## src/rtl/m5_ps2_keymatrix_pkg.sv

```systemverilog
// m5_kbd_pkg: types and constants for the PS/2-to-keyboard-matrix bridge.
//   row_t / col_t : matrix coordinates (7 rows x 8 columns)
//   key_t         : lookup key {extended, set-2 scancode}
//   map_t         : keymap result {hit, row, col, nmi}
//   nmi_state_t   : reset-key pulse generator states
package m5_kbd_pkg;

    localparam int unsigned NROWS = 7;

    typedef logic [2:0] row_t;
    typedef logic [2:0] col_t;
    typedef logic [8:0] key_t;

    // F12, non-extended: drives the reset-key NMI instead of the matrix
    localparam key_t NMI_KEY = 9'h007;

    typedef struct packed {
        logic hit;
        row_t row;
        col_t col;
        logic nmi;
    } map_t;

    typedef enum logic {
        NMI_IDLE,
        NMI_PULSE
    } nmi_state_t;

    function automatic map_t key_at(row_t r, col_t c);
        map_t m;
        m.hit = 1'b1;
        m.row = r;
        m.col = c;
        m.nmi = 1'b0;
        return m;
    endfunction

endpackage

```

## src/rtl/m5_ps2_keymatrix_if.sv

```systemverilog
// Console-side bus of the keyboard matrix bridge.
//   ps2_key_i  : HPS key event [10] toggle, [9] pressed, [8] extended, [7:0] code
//   clear_i    : release-all request, level-sensitive
//   row_sel_i  : row address from I/O decode (rows 0-6, 7 reads as empty)
//   row_data_o : pressed-key bits of the selected row, active-high
//   any_key_o  : any matrix bit set
//   nmi_o      : reset-key NMI pulse
// master = driver of the inputs (HPS/console side), slave = the bridge.
interface m5_ps2_keymatrix_if;

    logic [10:0] ps2_key_i;
    logic        clear_i;
    logic [2:0]  row_sel_i;
    logic [7:0]  row_data_o;
    logic        any_key_o;
    logic        nmi_o;

    modport master (
        output ps2_key_i, clear_i, row_sel_i,
        input  row_data_o, any_key_o, nmi_o
    );

    modport slave (
        input  ps2_key_i, clear_i, row_sel_i,
        output row_data_o, any_key_o, nmi_o
    );

endinterface

```

## src/rtl/m5_ps2_keymatrix_keymap.sv

```systemverilog
// m5_keymap: combinational set-2 scancode table.
//   key_i : {extended, scancode}
//   map_o : {hit, row, col, nmi}; unmapped keys return all zero,
//           F12 returns nmi=1 with hit=0 so it never reaches the matrix.
module m5_keymap
    import m5_kbd_pkg::*;
(
    input  key_t key_i,
    output map_t map_o
);

    always_comb begin
        map_o = '0;
        case (key_i)
            // row 0: modifiers and wide keys
            9'h014: map_o = key_at(3'd0, 3'd0); // L-Ctrl
            9'h00D: map_o = key_at(3'd0, 3'd1); // Tab
            9'h012: map_o = key_at(3'd0, 3'd2); // L-Shift
            9'h059: map_o = key_at(3'd0, 3'd3); // R-Shift
            9'h058: map_o = key_at(3'd0, 3'd4); // Caps Lock
            9'h114: map_o = key_at(3'd0, 3'd5); // R-Ctrl
            9'h029: map_o = key_at(3'd0, 3'd6); // Space
            9'h05A: map_o = key_at(3'd0, 3'd7); // Enter
            // row 1: 1..8
            9'h016: map_o = key_at(3'd1, 3'd0);
            9'h01E: map_o = key_at(3'd1, 3'd1);
            9'h026: map_o = key_at(3'd1, 3'd2);
            9'h025: map_o = key_at(3'd1, 3'd3);
            9'h02E: map_o = key_at(3'd1, 3'd4);
            9'h036: map_o = key_at(3'd1, 3'd5);
            9'h03D: map_o = key_at(3'd1, 3'd6);
            9'h03E: map_o = key_at(3'd1, 3'd7);
            // row 2: A S D F G H J K
            9'h01C: map_o = key_at(3'd2, 3'd0);
            9'h01B: map_o = key_at(3'd2, 3'd1);
            9'h023: map_o = key_at(3'd2, 3'd2);
            9'h02B: map_o = key_at(3'd2, 3'd3);
            9'h034: map_o = key_at(3'd2, 3'd4);
            9'h033: map_o = key_at(3'd2, 3'd5);
            9'h03B: map_o = key_at(3'd2, 3'd6);
            9'h042: map_o = key_at(3'd2, 3'd7);
            // row 3: Q W E R T Y U I
            9'h015: map_o = key_at(3'd3, 3'd0);
            9'h01D: map_o = key_at(3'd3, 3'd1);
            9'h024: map_o = key_at(3'd3, 3'd2);
            9'h02D: map_o = key_at(3'd3, 3'd3);
            9'h02C: map_o = key_at(3'd3, 3'd4);
            9'h035: map_o = key_at(3'd3, 3'd5);
            9'h03C: map_o = key_at(3'd3, 3'd6);
            9'h043: map_o = key_at(3'd3, 3'd7);
            // row 4: Z X C V B N M ,
            9'h01A: map_o = key_at(3'd4, 3'd0);
            9'h022: map_o = key_at(3'd4, 3'd1);
            9'h021: map_o = key_at(3'd4, 3'd2);
            9'h02A: map_o = key_at(3'd4, 3'd3);
            9'h032: map_o = key_at(3'd4, 3'd4);
            9'h031: map_o = key_at(3'd4, 3'd5);
            9'h03A: map_o = key_at(3'd4, 3'd6);
            9'h041: map_o = key_at(3'd4, 3'd7);
            // row 5: 9 0 - = O P [ ]
            9'h046: map_o = key_at(3'd5, 3'd0);
            9'h045: map_o = key_at(3'd5, 3'd1);
            9'h04E: map_o = key_at(3'd5, 3'd2);
            9'h055: map_o = key_at(3'd5, 3'd3);
            9'h044: map_o = key_at(3'd5, 3'd4);
            9'h04D: map_o = key_at(3'd5, 3'd5);
            9'h054: map_o = key_at(3'd5, 3'd6);
            9'h05B: map_o = key_at(3'd5, 3'd7);
            // row 6: L ; ' . / \ Backspace Esc
            9'h04B: map_o = key_at(3'd6, 3'd0);
            9'h04C: map_o = key_at(3'd6, 3'd1);
            9'h052: map_o = key_at(3'd6, 3'd2);
            9'h049: map_o = key_at(3'd6, 3'd3);
            9'h04A: map_o = key_at(3'd6, 3'd4);
            9'h05D: map_o = key_at(3'd6, 3'd5);
            9'h066: map_o = key_at(3'd6, 3'd6);
            9'h076: map_o = key_at(3'd6, 3'd7);
            NMI_KEY: map_o.nmi = 1'b1;
            default: map_o = '0;
        endcase
    end

endmodule

```

## src/rtl/m5_ps2_keymatrix.sv

```systemverilog
// m5_ps2_keymatrix: turns HPS PS/2 key events into a 7x8 console key matrix
// and a reset-key NMI pulse.
//   clk_i   : system clock (single clock domain)
//   reset_i : synchronous, active-high
//   kb      : console bus (slave side), see m5_ps2_keymatrix_if
// Pipeline per event: E0 capture/detect, E0+1 lookup registered,
// E0+2 matrix/NMI update, E0+3 row_data_o/any_key_o registered.
module m5_ps2_keymatrix
    import m5_kbd_pkg::*;
#(
    parameter int unsigned NMI_LEN = 64
)(
    input  logic                 clk_i,
    input  logic                 reset_i,
    m5_ps2_keymatrix_if.slave    kb
);

    // stage 0: toggle tracking and event capture
    logic       tog_q;
    logic       v1;
    logic [9:0] key1;

    // stage 1: registered lookup
    map_t       map1;
    map_t       map2;
    logic       v2;
    logic       pressed2;

    // matrix and read side
    logic [NROWS-1:0][7:0] matrix;
    logic [7:0]            sel_row;

    // reset-key pulse
    nmi_state_t st, st_n;
    logic [7:0] cnt, cnt_n;
    logic       nmi_start;

    // The toggle keeps following the input during reset so that the first
    // edge after reset compares against the current level, not a stale one.
    always_ff @(posedge clk_i) begin
        tog_q <= kb.ps2_key_i[10];
        key1  <= kb.ps2_key_i[9:0];
        if (reset_i)
            v1 <= 1'b0;
        else
            v1 <= (kb.ps2_key_i[10] != tog_q);
    end

    m5_keymap u_keymap (
        .key_i (key1[8:0]),
        .map_o (map1)
    );

    always_ff @(posedge clk_i) begin
        if (reset_i)
            v2 <= 1'b0;
        else
            v2 <= v1;
        map2     <= map1;
        pressed2 <= key1[9];
    end

    // clear_i has priority so a coincident update is dropped, not merged
    always_ff @(posedge clk_i) begin
        if (reset_i || kb.clear_i)
            matrix <= '0;
        else if (v2 && map2.hit && (map2.row < 3'(NROWS)))
            matrix[map2.row][map2.col] <= pressed2;
    end

    always_comb begin
        sel_row = '0;
        for (int unsigned r = 0; r < NROWS; r++) begin
            if (kb.row_sel_i == 3'(r))
                sel_row = matrix[r];
        end
    end

    always_ff @(posedge clk_i) begin
        if (reset_i) begin
            kb.row_data_o <= '0;
            kb.any_key_o  <= 1'b0;
        end else begin
            kb.row_data_o <= sel_row;
            kb.any_key_o  <= |matrix;
        end
    end

    // Only F12 presses start the pulse; releases and presses during an
    // active pulse are ignored (IDLE is the only state that accepts a start).
    assign nmi_start = v2 && map2.nmi && pressed2 && !kb.clear_i;

    always_ff @(posedge clk_i) begin
        if (reset_i) begin
            st  <= NMI_IDLE;
            cnt <= '0;
        end else begin
            st  <= st_n;
            cnt <= cnt_n;
        end
    end

    always_comb begin
        st_n  = st;
        cnt_n = cnt;
        case (st)
            NMI_IDLE: begin
                if (nmi_start) begin
                    st_n  = NMI_PULSE;
                    cnt_n = 8'(NMI_LEN - 1);
                end
            end
            NMI_PULSE: begin
                if (cnt == '0)
                    st_n = NMI_IDLE;
                else
                    cnt_n = cnt - 8'd1;
            end
            default: st_n = NMI_IDLE;
        endcase
    end

    always_comb begin
        kb.nmi_o = (st == NMI_PULSE);
    end

endmodule

```

## src/flat_wrapper.sv

```systemverilog
// flat-port wrapper written by rule: the top's interface ports become plain ports
module m5_ps2_keymatrix_flat import m5_kbd_pkg::*;
#(
    parameter int unsigned NMI_LEN = 64
)
  (clk_i, reset_i, kb_ps2_key_i, kb_clear_i, kb_row_sel_i, kb_row_data_o, kb_any_key_o, kb_nmi_o);
  m5_ps2_keymatrix_if kb_i ();
  input  logic clk_i;
  input  logic reset_i;
  input wire logic [$bits(kb_i.ps2_key_i)-1:0] kb_ps2_key_i;
  input wire logic [$bits(kb_i.clear_i)-1:0] kb_clear_i;
  input wire logic [$bits(kb_i.row_sel_i)-1:0] kb_row_sel_i;
  output wire logic [$bits(kb_i.row_data_o)-1:0] kb_row_data_o;
  output wire logic [$bits(kb_i.any_key_o)-1:0] kb_any_key_o;
  output wire logic [$bits(kb_i.nmi_o)-1:0] kb_nmi_o;
  assign kb_i.ps2_key_i = kb_ps2_key_i;
  assign kb_i.clear_i = kb_clear_i;
  assign kb_i.row_sel_i = kb_row_sel_i;
  assign kb_row_data_o = kb_i.row_data_o;
  assign kb_any_key_o = kb_i.any_key_o;
  assign kb_nmi_o = kb_i.nmi_o;
  m5_ps2_keymatrix #(.NMI_LEN(NMI_LEN)) u_core (.clk_i(clk_i), .reset_i(reset_i), .kb(kb_i));
endmodule
```

## config.mk

```make
export PLATFORM = sky130hd
export DESIGN_NAME = m5_ps2_keymatrix_flat
export DESIGN_NICKNAME = d
export VERILOG_FILES = /design/src/rtl/m5_ps2_keymatrix_pkg.sv /design/src/rtl/m5_ps2_keymatrix_if.sv /design/src/rtl/m5_ps2_keymatrix_keymap.sv /design/src/rtl/m5_ps2_keymatrix.sv /design/src/flat_wrapper.sv
export SDC_FILE = /design/constraint.sdc
export NUM_CORES = 1
export LEC_CHECK = 0
export CAP_MARGIN = 15
export CORE_MARGIN = 1.5
export CORE_UTILIZATION = 54
export DETAILED_ROUTE_END_ITERATION = 7
export PLACE_DENSITY_LB_ADDON = 0.08
export SLEW_MARGIN = 40
export SYNTH_ARGS = -nofsm -noshare
export SYNTH_HDL_FRONTEND = slang
export SYNTH_SLANG_ARGS = --single-unit
```

## constraint.sdc

```tcl
create_clock -name clk_i -period 1.7 [get_ports clk_i]
set_clock_uncertainty 0.05 [all_clocks]
set_input_delay 0.34 -clock clk_i [delete_from_list [all_inputs] [get_ports clk_i]]
set_output_delay 0.34 -clock clk_i [all_outputs]
set_load 0.05 [all_outputs]
```

=== Word level (Yosys, flattened, before mapping) ===
Cells that the tools add are included.
Widths: inputs -> output; s select.

* Register bits after elaboration: 96
* Output and inout bits: 10

* $lt $le $gt $ge: 5
* Multiplexer cells: 20
* Bitwise logic cells: 1
* Equality and inequality tests: 66
* Reduce and logical (&&, ||, !) cells: 13
* Add/sub/neg operators: 1

{| class="wikitable"
|+ Operators by type and width
! cell !! count
|-
| $pmux 7 s56 || 1
|-
| $eq 9x6->1 const B || 23
|-
| $eq 9x7->1 const B || 22
|-
| $eq 9x5->1 const B || 9
|-
| $mux 8 || 10
|-
| $bwmux 56 || 1
|-
| $reduce_or 56->1 || 1
|-
| $demux 8 s3 || 1
|-
| $pmux 8 s2 || 1
|-
| $eq 3x3->1 const B || 3
|-
| $eq 9x3->1 const B || 1
|-
| $eq 9x4->1 const B || 1
|-
| $eq 9x9->1 const B || 1
|-
| $logic_not 8->1 || 1
|-
| $lt 3x4->1 const B || 2
|-
| $sub 8x1->8 const B || 1
|-
| $logic_and 1x1->1 || 7
|-
| $eq 3x2->1 const B || 2
|-
| $ge 3x1->1 const B || 2
|-
| $mux 1 || 4
|-
| $demux 1 s3 || 1
|-
| $eq 3x1->1 const B || 1
|-
| $logic_not 3->1 || 1
|-
| $lt 3x3->1 const B || 1
|-
| other kinds (8) || 8
|}

=== Longest topological paths before layout ===
Gate-level depths: netlist of the first run.

* Word-level depth: 8
* Depth in mapped cells: 8
* Gate-level depth less buffers: 6

=== Hierarchy ===
Synthesis of the first run repeated with hierarchy kept, for this count alone.

* Cells, all modules: 709
* Area total of the unflattened synthesis: 5565.3 µm²

{| class="wikitable"
|+ By module, submodules not included
! module !! instances !! cells each !! sequential area each (µm²) !! area each (µm²)
|-
| m5_ps2_keymatrix || 1 || 523 || 1921.8 || 4364.2
|-
| m5_keymap || 1 || 186 || 0.0 || 1201.2
|}

=== Worst setup path after synthesis of the first run ===
No wires, ideal clock.

* Path type: reg-to-reg
* Start: reg u_core.st (netlist: u_core.kb.nmi_o)
* End: reg u_core.cnt[6]
* Data required time: 1.570 ns
* Path buffers: 0
* Data arrival time: 1.808 ns
* Period minus slack after synthesis: 1.938 ns
* Path slack: -0.238 ns
* Library setup time: 0.080 ns
* Cell stages (with the launch flop): 6
* Cells stage by stage: dfxtp_1 -> inv_1 -> a41oi_4 -> o211ai_2 -> or4_1 -> a211oi_2

* Longest elaborated chain between the ends: 3
* Elaborated cells between the ends (all ways): 5
* Those cells by class: eq/ne: 2; mux: 1; bitwise: 1; reduce/logical: 1

{| class="wikitable"
|+ Ends and longest elaborated chain
! element !! RTL line !! text
|-
| start, declared || m5_ps2_keymatrix.sv:34 || <nowiki>nmi_state_t st, st_n;</nowiki>
|-
| start signal, assigned || m5_ps2_keymatrix.sv:98 || <nowiki>st <= st_n;</nowiki>
|-
| $not 1->1 || m5_ps2_keymatrix.sv:106 || <nowiki>case (st)</nowiki>
|-
| $ne 2x1->1 (no line) || -- ||
|-
| $reduce_and 2->1 (no line) || -- ||
|-
| end signal, assigned || m5_ps2_keymatrix.sv:99 || <nowiki>cnt <= cnt_n;</nowiki>
|-
| end, declared || m5_ps2_keymatrix.sv:35 || <nowiki>logic [7:0] cnt, cnt_n;</nowiki>
|}

Several ways; a longest one is shown, not always the timed one.
A chain may end at the register's enable or synchronous reset.

=== Worst setup path in the final report of the first run ===
* Start: reg u_core.key1[7]
* End: reg u_core.map2[1] in the netlist's numbering

* Longest elaborated chain between the ends: 2
* Elaborated cells between the ends (all ways): 57
* Those cells by class: eq/ne: 56; mux: 1

{| class="wikitable"
|+ Ends and longest elaborated chain
! element !! RTL line !! text
|-
| start, declared || m5_ps2_keymatrix.sv:21 || <nowiki>logic [9:0] key1;</nowiki>
|-
| start signal, assigned || m5_ps2_keymatrix.sv:42 || <nowiki>key1 <= kb.ps2_key_i[9:0];</nowiki>
|-
| $eq 9x7->1 (tied with other cells) || m5_ps2_keymatrix_keymap.sv:14 || <nowiki>case (key_i)</nowiki>
|-
| $pmux 7 s56 * || m5_ps2_keymatrix_keymap.sv:14 ||
|-
| end signal, assigned || m5_ps2_keymatrix.sv:59 || <nowiki>map2 <= map1;</nowiki>
|-
| end, declared || m5_ps2_keymatrix.sv:25 || <nowiki>map_t map2;</nowiki>
|}

Every way passes the cells marked *; elsewhere a longest branch is shown, timed or not.

==> results of run 1 <==
## final cells by class
| class | count | share of cell area [%] |
|---|---|---|
| clock buffers | 9 | 1.86 |
| repair buffers | 125 | 16.2 |
| flip-flops and latches | 96 | 29.4 |
| well taps | 129 | 2.42 |
| multi-input cells | 538 | 49.2 |
| inverters | 8 | 0.450 |
| clock inverters | 5 | 0.488 |
## timing repair
action | 4_1_cts | 5_1_grt
buffers inserted | 3 | 3
gates cloned | 0 | 1
endpoints found under the hold margin | 0 | 0
pin swaps | 6 | 16
setup endpoints to repair | 9 | 23
gates resized for setup | 36 | 67
## Yosys cell counts, types with 6 or more instances
master and n:
nor2b_1 15, a22o_1 8, nand3b_1 7, and2_1 6
nand2_1 119, a21oi_1 84, dfxtp_1 96, o221a_2 8
nor3_1 16, clkbuf_1 43, nor2_1 71, nor4_1 16
nand3_1 40, o21ai_0 42, inv_1 6, nand4_1 14
mux2i_1 8, buf_2 13
## layer usage
metal  part of all wire [%]  global-route usage [%]  routed length (µm)  vias to the layer above
met2                     45                    48.7                7050                      230
met5                      0                       0                   0                        -
met1                     45                    44.4                7040                     2561
li1                       -                       -                   -                     2644
met4                    1.1                    6.30                 171                        0
met3                    9.0                    5.96                1420                       21
## sequential cells by signal (all words and copies together), names as in the netlist
name and cells:
u_core.tog_q 1, u_core.kb.row_data_o 8, u_core.kb.any_key_o 1, u_core.v1 1, u_core.kb.nmi_o 1, u_core.pressed2 1, u_core.key1 10, u_core.v2 1
u_core.map2 8, u_core.cnt 8, u_core.matrix 56
## cell families (layout without fill, tap and decap cells)
logic type                 after synthesis  count (layout)
AOI/OAI and AO/OA                      177             177
xor gates and xnor gates                 6               6
muxes                                    8               8
adders and majority gates                2               2
and+or+nand+nor                        345             345
buffers and inverters                   71             147
DFF                                     96              96
## through the flow
stage	worst slack (ps)	total power [mW]	TNS, ps	hold WS (ps)
2_1_floorplan	-49.0	2.64	-49.0	260
3_3_place_gp	-320	2.85	-4110	273
3_5_place_dp	-398	2.85	-4840	264
4_1_cts	-40.6	4.17	-94.8	290
5_1_grt	-103	4.34	-502	291
6_report	-56.2	4.18	-164	286
## worst reg2reg max path: stages, from the launching register on
cell,delay [ps]
dfxtp_2,350
buf_6,130
nor4b_4,50
buf_6,140
nand2_2,80
o22ai_1,70
or4b_1,520
a211o_1,260
## worst max-delay path by stage
| stage | from | end |
|---|---|---|
| 4_1_cts | u_core.key1[7]$_DFF_P_ | u_core.map2[7]$_SDFF_PN0_ |
| 5_1_grt | u_core.key1[7]$_DFF_P_ | u_core.map2[7]$_SDFF_PN0_ |
| 6_report | u_core.key1[7]$_DFF_P_ | u_core.map2[1]$_SDFF_PN0_ |
| 2_1_floorplan | u_core.kb.nmi_o$_SDFF_PP0_ | u_core.cnt[6]$_SDFFE_PP0P_ |
| 3_5_place_dp | kb_clear_i | u_core.cnt[6]$_SDFFE_PP0P_ |
| 3_3_place_gp | kb_clear_i | u_core.cnt[6]$_SDFFE_PP0P_ |
## power breakdown
group          leakage (nW)  internal [mW]  total (mW)  switching [mW]
Clock                0.0817          0.517        1.32           0.801
Sequential            0.784           2.27        2.31          0.0331
Combinational          1.47          0.243       0.551           0.308
Total                  2.34           3.03        4.18            1.14
==> metrics.txt, run 1 <==
status=finished, violations left; violated checks=setup timing; Total GRT Usage=31.0%; FF+latch count, synth=96; area of the die=10200 µm²; commonest non-fill, non-tap cell in the layout=nand2_1; CP Launch Type=register; CP arrival=1960 ps; CTS tree=yes; Die W=101 µm; worst r2r dst=u_core.map2[1]$_SDFF_PN0_; final-report hold violation count=0; GPL Wtd Cong=slightly below 1; Slew headroom=~60%; RSZ-0062 raised after global routing=yes; register area=around 2000 µm²; Mean Syn Cell Area=approximately 7.4 µm²; crit share post-route=103%; Starting DRT DRC Count=between 400 and 500; Worst-Margin Slew=593 ps; Num CTS Buffers=9; clock tree sinks=96; Net Count, Synth=just over 700; multi-input logic area=3280 µm²; Crit path required time=about 1900 ps; Starting Density=55.9%; clock-pin slew on the worst setup and hold paths=around 90 ps; Distinct cells, synth=65; HP Class=register to register; Post-Place Cell Area=between 6000 and 7000 µm²; initial antenna violation count=0; PwrDens=626 nW/µm²; Worst Hold Path EP=u_core.pressed2$_DFF_P_; Final #Nets=roughly 800; fmax=569 MHz; simple-gate share of the synthesized area=approximately 33%; non-filler instance count after layout=910; number of global-route vias before repair=4957; io pins=27; async set-reset flop share out of synthesis=0%; critical path type=register to register; worst path bufs/invs=2; Synth Cell Area=between 5000 and 6000 µm²; first-pass GRT wire length=24.7 mm; Worst path most repeated cell=buf_6; LEAKAGE=between 2 and 2.5 nW; fillers=745; maximum vdd drop=around 0.0006 V; Clock Root Buffer=clkbuf_8; hold path start=u_core.key1[9]$_DFF_P_; Slew Viols, Final=0; top cells by area, synth=dfxtp_1 (37%), nand2_1 (8.6%), a21oi_1 (8.1%); Final HPWL DP=~11 mm; final setup fails=5; ant diodes=0; vias per cell=6.00; IO Port Bufs=26; highest-count cells in the layout ignoring fill and taps=nand2_1 (115), buf_4 (97), dfxtp_1 (81), a21oi_1 (80), nor2_1 (66); CTS Hold Bufs=0; # DRC=0; Clock Tree Buf Depth=2; worst setup margin=-56.2 ps; row cnt=35; P&R area growth vs syn=28.5%; Reg-to-Reg Start=u_core.key1[7]$_DFF_P_; main combinational cell family by area after synthesis=simple AND/OR/NAND/NOR gates; Primary FF master, synth=dfxtp_1; top cell family by delay on the critical path=simple AND/OR/NAND/NOR gates; Core ar.=slightly above 9000 µm²; compound-gate portion of the synthesized area=21.1%; CP Depth=7; share of layout cells above drive strength 1=a little over a quarter; Tmin final=~1800 ps; post-layout util=between 70% and 80%; Finished Cell Area=~6700 µm²; average wire per standard cell=between 15 and 20 µm; worst-path cell chain=buf_6 -> nor4b_4 -> buf_6 -> nand2_2 -> o22ai_1 -> or4b_1 -> a211o_1; Hold Path Depth=0; 1st-pass router iterations=5; Worst Setup End Kind=register; Synth Area in XOR/XNOR=~1.0%; critical path's slowest cell=or4b_1; worst-skew pair later-pin latency=between 300 and 400 ps; Clock H-tree levels=3; GRT Residual Overflow=0; placed insts=~890; pin count of the biggest net entering global routing=58; DRT Wirelength=15.7 mm; via count=around 5500; Synth Area in Adders=0.482%; Max-Cap Viols=0; reg2reg path depth=7; yosys synthesis warning count=0; Post-Synthesis Cells=just over 700; critical path fanouts, max=6; Crit path largest cell delay=approximately 520 ps; Yosys top cell area share=37.0%; Die H=101 µm; R2R Setup Slk=-60 ps; mux contribution to synthesized area=approximately 1.5%; Post-synth EDFFs=0; register area share after synthesis=between 30% and 40%; Antenna Nets Post-Route=0; cell taking the most area after synthesis=dfxtp_1
(Power assumes the default switching activity.)
==> run 2: changes to the inputs <==
--- a/config.mk
+++ b/config.mk
@@ -12,2 +12,3 @@
 export PLACE_DENSITY_LB_ADDON = 0.08
+export SETUP_SLACK_MARGIN = 0.02
 export SLEW_MARGIN = 40
==> constraint.sdc (replaced) <==
create_clock -name clk_i -period 1.7 [get_ports clk_i]
set_clock_uncertainty 0.05 [all_clocks]
set_input_delay 0.255 -clock clk_i [delete_from_list [all_inputs] [get_ports clk_i]]
set_output_delay 0.255 -clock clk_i [all_outputs]
set_load 0.05 [all_outputs]
==> metrics.txt, run 2 (synthesis gave the netlist of run 1 again) <==
CP arrival=1980 ps (was 1960 ps); crit share post-route=104% (was 103%); Tmin final=1760 ps (about the same); 1st-pass router iterations=5 (unchanged); max reg flops=56 (unchanged); grt peak-use layer=met2 (unchanged); violated checks=setup timing (unchanged); Post-Place Worst Slack=-306 ps (was -398 ps); highest-count cells in the layout ignoring fill and taps=nand2_1 (117), buf_4 (100), dfxtp_1 (82), a21oi_1 (77), nor2_1 (64) (was nand2_1 (115), buf_4 (97), dfxtp_1 (81), a21oi_1 (80), nor2_1 (66)); row cnt=35 (unchanged); number of global-route vias before repair=4970 (was 4957); hold path start=kb_ps2_key_i[3] (was u_core.key1[9]$_DFF_P_); PwrDens=661 nW/µm² (was 626 nW/µm²); critical path's slowest cell=or4b_4 (was or4b_1); met2 GRT Util=47.8% (was 48.7%); placed insts=891 (unchanged); Core ar.=9280 µm² (unchanged); io pins=27 (unchanged); Die H=101 µm (unchanged); Clock H-tree levels=3 (unchanged); Finished Cell Area=6840 µm² (was 6670 µm²); status=finished, violations left (unchanged); Num CTS Buffers=9 (unchanged); setup TNS=-64.5 ps (was -164 ps); Crit path required time=1910 ps (was 1900 ps); maximum vdd drop=0.000508 V (was 0.000598 V); Slew Viols, Final=0 (unchanged); share of layout cells above drive strength 1=28.0% (was 26.9%); Worst Setup End Kind=register (unchanged); Worst-Margin Slew=610 ps (was 593 ps); worst path bufs/invs=1 (was 2); P&R area growth vs syn=31.8% (was 28.5%); critical path fanouts, max=7 (was 6); area of the die=10200 µm² (unchanged); met1 layer usage reported by global route=43.9% (was 44.4%); Reg-to-Reg Start=u_core.key1[0]$_DFF_P_ (was u_core.key1[7]$_DFF_P_); worst-path cell chain=buf_4 -> nand2b_1 -> a21oi_2 -> or4b_4 -> a211o_1 (was buf_6 -> nor4b_4 -> buf_6 -> nand2_2 -> o22ai_1 -> or4b_1 -> a211o_1); Clock Tree Buf Depth=2 (unchanged); GRT Residual Overflow=0 (unchanged); worst-skew pair later-pin latency=380 ps (was 370 ps); Final #Nets=806 (was 797); top cell family by delay on the critical path=simple AND/OR/NAND/NOR gates (unchanged); Pwr Total=4.52 mW (was 4.18 mW); ant diodes=0 (unchanged); IO Port Bufs=26 (unchanged); Die W=101 µm (unchanged); LEAKAGE=2.41 nW (was 2.34 nW); non-filler instance count after layout=921 (was 910); initial antenna violation count=0 (unchanged); first-pass GRT wire length=24.6 mm (was 24.7 mm); Post-Place Cell Area=6110 µm² (was 6100 µm²); clock tree sinks=96 (unchanged); Crit path largest cell delay=510 ps (was 520 ps); pin count of the biggest net entering global routing=58 (unchanged); Critical Path Source=u_core.key1[0]$_DFF_P_ (was u_core.key1[7]$_DFF_P_); average wire per standard cell=17.5 µm (was 17.2 µm); Starting DRT DRC Count=373 (was 468); Largest regs=u_core.matrix: 56 flops, u_core.key1: 10 flops (unchanged); final setup fails=1 (was 5); clock-pin slew on the worst setup and hold paths=90 ps (about the same); Starting Density=55.9% (unchanged); critical path type=register to register (unchanged); commonest non-fill, non-tap cell in the layout=nand2_1 (unchanged); CP Launch Type=register (unchanged); via count=5517 (was 5456); GPL Wtd Cong=0.922 (was 0.964); CTS tree=yes (unchanged); DRT Wirelength=16.1 mm (was 15.7 mm); fmax=567 MHz (was 569 MHz); worst setup margin=-64.5 ps (was -56.2 ps); final-report hold violation count=0 (unchanged); RSZ-0062 raised after global routing=yes (unchanged); Clock Root Buffer=clkbuf_8 (unchanged); Antenna Nets Post-Route=0 (unchanged); Final HPWL DP=11.1 mm (about the same); # DRC=0 (unchanged); Max-Cap Viols=0 (unchanged); Biggest register=u_core.matrix (unchanged); Total GRT Usage=31.2% (was 31.0%); HP Class=input pin to register (was register to register); GR Layer Usage met3=6.93% (was 5.96%); vias per cell=5.99 (was 6.00); Slew headroom=59.3% (was 60.4%)
run 2: cell types whose count changed in the layout (fill, tap and decap cells not counted), sizes merged:
cell and change:
clkbuf +3, bufinv +1, clkinv -1, clkdlybuf4s50 +2, dlymetal6s2s -2, buf +9, clkinvlp -1
run 2: what timing repair did:
item                                    in CTS  in global routing
endpoints found under the setup margin       9                 17
gates resized for setup                     20                 88
pin swaps                                    5                 23
hold buffers                                 0                  0
setup buffers                                1                 12
cloned                                       0                  1
run 2: metrics by stage:
| step | hold WS (ps) | utilization [%] |
|---|---|---|
| 2_1_floorplan | 233 | - |
| 3_3_place_gp | 270 | 65.8 |
| 3_5_place_dp | 265 | 65.8 |
| 4_1_cts | 245 | 69.2 |
| 5_1_grt | 252 | 73.7 |
| 6_report | 256 | 73.7 |
run 2: area by class of cell:
class / instances / area, µm²
clock buffer: 12 / 165
clock inverter: 4 / 58.8
fill: 734 / 2440
inverter: 8 / 30.0
multi-input combinational: 538 / 3290
sequential: 96 / 1950
tap: 129 / 161
timing repair buffer: 134 / 1180
run 2: where the power goes:
group / total (mW) / internal [mW] / switching, mW
Clock: 1.63 / 0.819 / 0.815
Sequential: 2.30 / 2.27 / 0.0296
Combinational: 0.583 / 0.261 / 0.322
run 2: worst paths after layout:
check | end | slack [ps] | cells past startpoint
worst min-delay path | u_core.key1[3]$_DFF_P_ | 260 | 1
worst max-delay path | u_core.map2[1]$_SDFF_PN0_ | -60 | 5
worst max register to register | u_core.map2[1]$_SDFF_PN0_ | -60 | 5
worst min register to register | u_core.pressed2$_DFF_P_ | 280 | 0
run 2: routing by layer:
layer  routed length [µm]  up-vias
li1                     -     2671
met1                 7090     2576
met2                 7130      236
met3                 1550       34
met4                  336        0
met5                    0        -
==> run 3: changes to the inputs <==
- SLEW_MARGIN: 40 -> 20
==> results of run 3 <==
The final DEF is identical to that of run 2; final timing and power are the same.
